<file path="config.mk">
export PLATFORM = sky130hd
export DESIGN_NAME = uart_tx_fifo
export DESIGN_NICKNAME = d
export VERILOG_FILES = /design/src/rtl/uart_tx_fifo.sv
export SDC_FILE = /design/constraint.sdc
export NUM_CORES = 1
export LEC_CHECK = 0
export CAP_MARGIN = 20
export CORE_MARGIN = 5
export CORE_UTILIZATION = 42
export CTS_BUF_LIST = sky130_fd_sc_hd__clkbuf_4 sky130_fd_sc_hd__clkbuf_8
export CTS_CLUSTER_DIAMETER = 200
export DETAILED_ROUTE_END_ITERATION = 7
export DONT_BUFFER_PORTS = 1
export GPL_ROUTABILITY_DRIVEN = 1
export PLACE_DENSITY = 0.66
export SLEW_MARGIN = 40
export SYNTH_ARGS = -nofsm -noshare
export SYNTH_HDL_FRONTEND = slang
export SYNTH_SLANG_ARGS = --single-unit
</file>
<file path="constraint.sdc">
create_clock -name clk -period 3.65 [get_ports clk]
set_input_delay 0.73 -clock clk [delete_from_list [all_inputs] [get_ports clk]]
set_output_delay 0.73 -clock clk [all_outputs]
set_load 0.01 [all_outputs]
</file>
<file path="src/rtl/uart_tx_fifo.sv">
// uart_tx_fifo: queued 8N1 UART transmitter.
//
// Bytes written by the CPU land in a small FIFO. A four-state FSM
// (IDLE/START/DATA/STOP) pops them one at a time and shifts them out LSB
// first. Each serial bit lasts exactly CLKS_PER_BIT clk cycles. When another
// byte is already queued at the end of a stop bit, frames run back-to-back
// with no idle gap.
//
// Ports:
//   clk      in   CPU clock
//   reset    in   asynchronous reset, active low (0 = in reset)
//   tx_data  in   [7:0] byte to enqueue
//   tx_wr    in   write strobe; accepted on a rising edge when tx_full=0
//   tx_full  out  FIFO holds FIFO_DEPTH bytes
//   tx_busy  out  FIFO non-empty or a frame in progress
//   UART_TX  out  serial line, idle high, driven straight from a flop
module uart_tx_fifo #(
    parameter int CLKS_PER_BIT = 1302,
    parameter int FIFO_DEPTH   = 4
) (
    input  logic       clk,
    input  logic       reset,
    input  logic [7:0] tx_data,
    input  logic       tx_wr,
    output logic       tx_full,
    output logic       tx_busy,
    output logic       UART_TX
);

    localparam int          AW        = $clog2(FIFO_DEPTH);
    localparam logic [AW:0] DEPTH_C   = (AW + 1)'(FIFO_DEPTH);
    localparam logic [15:0] BAUD_LAST = 16'(CLKS_PER_BIT - 1);

    typedef enum logic [1:0] {IDLE, START, DATA, STOP} state_t;

    state_t      state_q;
    logic [15:0] baud_q;
    logic [2:0]  bit_idx_q;
    logic [7:0]  shift_q;
    logic        tx_q;
    logic        busy_q;
    logic        full_q;

    // Pointers carry one extra wrap bit so full and empty are distinguishable.
    logic [AW:0] wr_ptr_q, rd_ptr_q;
    logic [AW:0] wr_ptr_d, rd_ptr_d, count_d;
    logic [7:0]  mem_q [FIFO_DEPTH];

    logic empty;
    logic wr_en;
    logic pop;
    logic baud_last;
    logic active_d;

    always_comb begin
        empty     = (wr_ptr_q == rd_ptr_q);
        // full_q reflects the count before this edge, so a write when full is
        // rejected even if a pop happens on the same edge.
        wr_en     = tx_wr & ~full_q;
        baud_last = (baud_q == BAUD_LAST);
        // The FSM pops either from IDLE or at the very last cycle of a stop bit.
        pop       = ~empty & ((state_q == IDLE) | ((state_q == STOP) & baud_last));
        wr_ptr_d  = wr_ptr_q + {{AW{1'b0}}, wr_en};
        rd_ptr_d  = rd_ptr_q + {{AW{1'b0}}, pop};
        count_d   = wr_ptr_d - rd_ptr_d;
        // FSM will be outside IDLE after this edge.
        active_d  = pop | ((state_q != IDLE) & ~((state_q == STOP) & baud_last));
    end

    // Storage is not reset; only the pointers define what is valid. A write
    // and a pop never touch the same slot because a pop needs a non-empty FIFO.
    always_ff @(posedge clk) begin
        if (wr_en) begin
            mem_q[wr_ptr_q[AW-1:0]] <= tx_data;
        end
    end

    always_ff @(posedge clk or negedge reset) begin
        if (!reset) begin
            state_q   <= IDLE;
            baud_q    <= '0;
            bit_idx_q <= '0;
            shift_q   <= '0;
            tx_q      <= 1'b1;
            busy_q    <= 1'b0;
            full_q    <= 1'b0;
            wr_ptr_q  <= '0;
            rd_ptr_q  <= '0;
        end else begin
            wr_ptr_q <= wr_ptr_d;
            rd_ptr_q <= rd_ptr_d;
            full_q   <= (count_d == DEPTH_C);
            busy_q   <= active_d | (count_d != '0);

            case (state_q)
                IDLE: begin
                    tx_q   <= 1'b1;
                    baud_q <= '0;
                    if (pop) begin
                        shift_q <= mem_q[rd_ptr_q[AW-1:0]];
                        tx_q    <= 1'b0;
                        state_q <= START;
                    end
                end
                START: begin
                    if (baud_last) begin
                        baud_q    <= '0;
                        bit_idx_q <= '0;
                        tx_q      <= shift_q[0];
                        shift_q   <= shift_q >> 1;
                        state_q   <= DATA;
                    end else begin
                        baud_q <= baud_q + 16'd1;
                    end
                end
                DATA: begin
                    if (baud_last) begin
                        baud_q <= '0;
                        if (bit_idx_q == 3'd7) begin
                            tx_q    <= 1'b1;
                            state_q <= STOP;
                        end else begin
                            bit_idx_q <= bit_idx_q + 3'd1;
                            tx_q      <= shift_q[0];
                            shift_q   <= shift_q >> 1;
                        end
                    end else begin
                        baud_q <= baud_q + 16'd1;
                    end
                end
                STOP: begin
                    if (baud_last) begin
                        baud_q <= '0;
                        if (pop) begin
                            // Back-to-back frame: start bit begins right away.
                            shift_q <= mem_q[rd_ptr_q[AW-1:0]];
                            tx_q    <= 1'b0;
                            state_q <= START;
                        end else begin
                            state_q <= IDLE;
                        end
                    end else begin
                        baud_q <= baud_q + 16'd1;
                    end
                end
                default: begin
                    tx_q    <= 1'b1;
                    baud_q  <= '0;
                    state_q <= IDLE;
                end
            endcase
        end
    end

    assign UART_TX = tx_q;
    assign tx_busy = busy_q;
    assign tx_full = full_q;

endmodule

</file>
==> impl_metrics.json <==
{
  "layout-drive-gt1-share_pct": 16.6,
  "ctsHtreeMaxLevel": 3,
  "dp.final_hpwl_um": 3750,
  "max_cap_viol_count": 0,
  "root_buffer": "clkbuf_8",
  "cp_num_buf_inv": 2,
  "cts_resized": 0,
  "start_util_pct": 42.4,
  "p_comb_share_pct": 37.9,
  "clock_latency_ns": 0.34,
  "p_leak_nw": 1.47,
  "timing.final.crit_share_pct": 85.3,
  "p_total_mw": 2.90,
  "rsz0062_at_grt": "false",
  "grt_overflow_total": 0,
  "diodes": 0,
  "async_reset_ff_share_pct": 54.3,
  "ant_nets": 0,
  "cts.clk_slew.worst_paths_ns": 0.08,
  "rows": 32,
  "end_kind": "register",
  "routabilityCongestion": 0.756,
  "post-route-util_pct": 46.6,
  "ys_seq_area_share_pct": 59.3,
  "start_kind": "register",
  "grt_usage_pct": 12.2,
  "worstSetupPathType": "register to register",
  "crit_family": "adder cells",
  "period_needed_ns": 3.11,
  "holdCritPathClass": "primary input to asynchronous set/reset pin",
  "clk_path_buf_depth": 2,
  "finalSetupViolCount": 0,
  "syn_area_per_cell_um2": 13.1,
  "area_growth_pct": 9.89,
  "antenna_found_initial": 0,
  "io_pins": 14,
  "ys_warn_count": 0,
  "synth_seq_cells": 70,
  "first_global_vias": 1887,
  "hold_violations": 0,
  "synth-edff-count": 32,
  "seq_power_share_pct": 40.2,
  "die-width_um": 97.7,
  "powerDensity_nw_per_um2": 818,
  "grt_max_degree": 39,
  "ir_drop_mv": 0.367,
  "synth_fp_nets": 271,
  "synth.distinct_cells": 40,
  "cts_tree": "built",
  "die_y_um": 97.7,
  "grt_pass1_wl_um": 9190,
  "fin_nets": 278,
  "drt_first_pass_iters": 4,
  "worst_ep_arrival_time_ns": 3.32,
  "cts.sinks": 70,
  "synthTopCellsByCount": "37 x dfrtp_1, 32 x edfxtp_1, 30 x nand2_1, 26 x nor2_1",
  "synth_area_leaders": "edfxtp_1 30%, dfrtp_1 29%, mux4_2 5.6%",
  "fmax_ghz": 0.321,
  "critPathSlowestCell": "or4b_2",
  "finish.instance_area_um2": 3550,
  "drt_first_iter_violations": 81,
  "synth_area_um2": 3230,
  "status": "finished, final reports clean",
  "cts_hold_buf": 0,
  "die-area_um2": 9540,
  "post_drt_via_cell_ratio": 5.03,
  "max_stage_delay_ns": 0.59,
  "vias": 1817,
  "required_ns": 3.86,
  "p_int_mw": 1.86,
  "report.final.slew_viol_count": 0,
  "postPlaceCellArea_um2": 3340,
  "crit_top_cell": "ha_1",
  "max-slew-margin-rel_pct": 48.8,
  "r2r_setup_slack_ns": 0.54,
  "wl_per_cell_um": 14.9,
  "switching_power_mw": 1.05,
  "cts_inserted_buffers": 9,
  "postCtsSetupRepairBufs": 0,
  "swShare_pct": 36.0,
  "synth_top_area_cell": "edfxtp_1",
  "tightestPinTransition_ns": 0.764,
  "pwr-share-clk_pct": 21.9,
  "netlist.area_leader.share_pct": 29.8,
  "wl_um": 5370,
  "fin_skew_ns": 0.00859,
  "port_buffers": 0,
  "ys.flop_type": "dfrtp_1",
  "cp_max_fo": 8,
  "core_area_um2": 7610,
  "netlist_instances": 247,
  "cp_cell_sequence": "inv_1 > ha_1 > a41o_1 > o211a_1 > and2_1 > ha_1 > inv_1 > ha_1 > a21oi_1 > xor2_1 > or4b_2",
  "drc_errors": 0,
  "fin_tns_setup_ns": 0,
  "synth.most_common_cell": "dfrtp_1"
}
==> per-layer routing <==
layer | vias up | wire length (um) | part of all wire (%) | GRT usage [%]
li1 | 895 | - | - | -
met1 | 885 | 2460 | 46 | 15.5
met2 | 27 | 2560 | 48 | 19.1
met3 | 10 | 254 | 4.7 | 4.59
met4 | 0 | 88 | 1.6 | 4.37
met5 | - | 0 | 0 | 0
==> metrics by stage <==
| stage | hold slack, ns | setup slack [ns] | std cells |
|---|---|---|---|
| 2_1_floorplan | 0.434 | 0.570 | 247 |
| 3_3_place_gp | 0.435 | 0.609 | 345 |
| 3_5_place_dp | 0.436 | 0.553 | 345 |
| 4_1_cts | 0.0532 | 0.550 | 361 |
| 5_1_grt | 0.0394 | 0.356 | 361 |
| 6_report | 0.0736 | 0.538 | 361 |
==> registers in the layout (all words and copies together), names as in the netlist <==
signal / flops
mem_q: 32
state_q: 2
rd_ptr_q: 3
baud_q: 16
bit_idx_q: 3
shift_q: 8
wr_ptr_q: 3
UART_TX: 1
tx_busy: 1
tx_full: 1
==> power by group through the flow <==
| stage | combinational (mW) | clock [mW] | sequential, mW |
|---|---|---|---|
| floorplan | 0.935 | 0 | 1.13 |
| global placement | 1.09 | 0 | 1.18 |
| detailed placement | 1.11 | 0 | 1.19 |
| CTS | 1.11 | 0.661 | 1.17 |
| global route | 1.22 | 0.698 | 1.19 |
| finish | 1.10 | 0.636 | 1.17 |
==> area by class of cell <==
type,count,area [um2]
Clock buffer,9,124
Inverter,11,41.3
Multi-Input combinational cell,159,1240
Timing Repair Buffer,3,22.5
Clock inverter,7,81.3
Tap cell,102,128
Sequential cell,70,1910
Fill cell,685,4060
==> kinds of logic after synthesis <==
kind of cell             synth area share [%]
XOR/XNOR                                 5.70
buffers and inverters                    2.40
AO/OA/AOI/OAI                            5.39
adder cells (fa/ha/maj)                  5.04
multiplexers                             9.00
flip-flops                               59.3
AND/OR/NAND/NOR                          13.2
==> cells in the final DEF (no fill, tap or decap), drive strengths merged, types with 3 or more instances in the layout <==
| master | netlist | final |
|---|---|---|
| a21oi | 6 | 6 |
| mux2 | 8 | 8 |
| ha | 13 | 13 |
| xor2 | 8 | 8 |
| inv | 11 | 14 |
| xnor2 | 13 | 13 |
| o21ai | 4 | 4 |
| buf | 3 | 3 |
| clkbuf | 4 | 9 |
| nand4 | 5 | 5 |
| nand2 | 30 | 30 |
| mux4 | 8 | 8 |
| edfxtp | 32 | 32 |
| nor2 | 26 | 26 |
| dfrtp | 37 | 37 |
| and3 | 6 | 6 |
| nand3 | 5 | 5 |
==> worst paths after layout <==
kind | start | to | cells past startpoint
max in group asynchronous | reset | UART_TX | 0
setup / recovery | state_q[0] | tx_busy | 11
min in group clk | tx_data[1] | mem_q[2][1] | 0
hold reg to reg | shift_q[4] | shift_q[4] | 1
setup reg to reg | state_q[0] | tx_busy | 11
hold / removal | reset | baud_q[7] | 0
(Power assumes the default switching activity.)
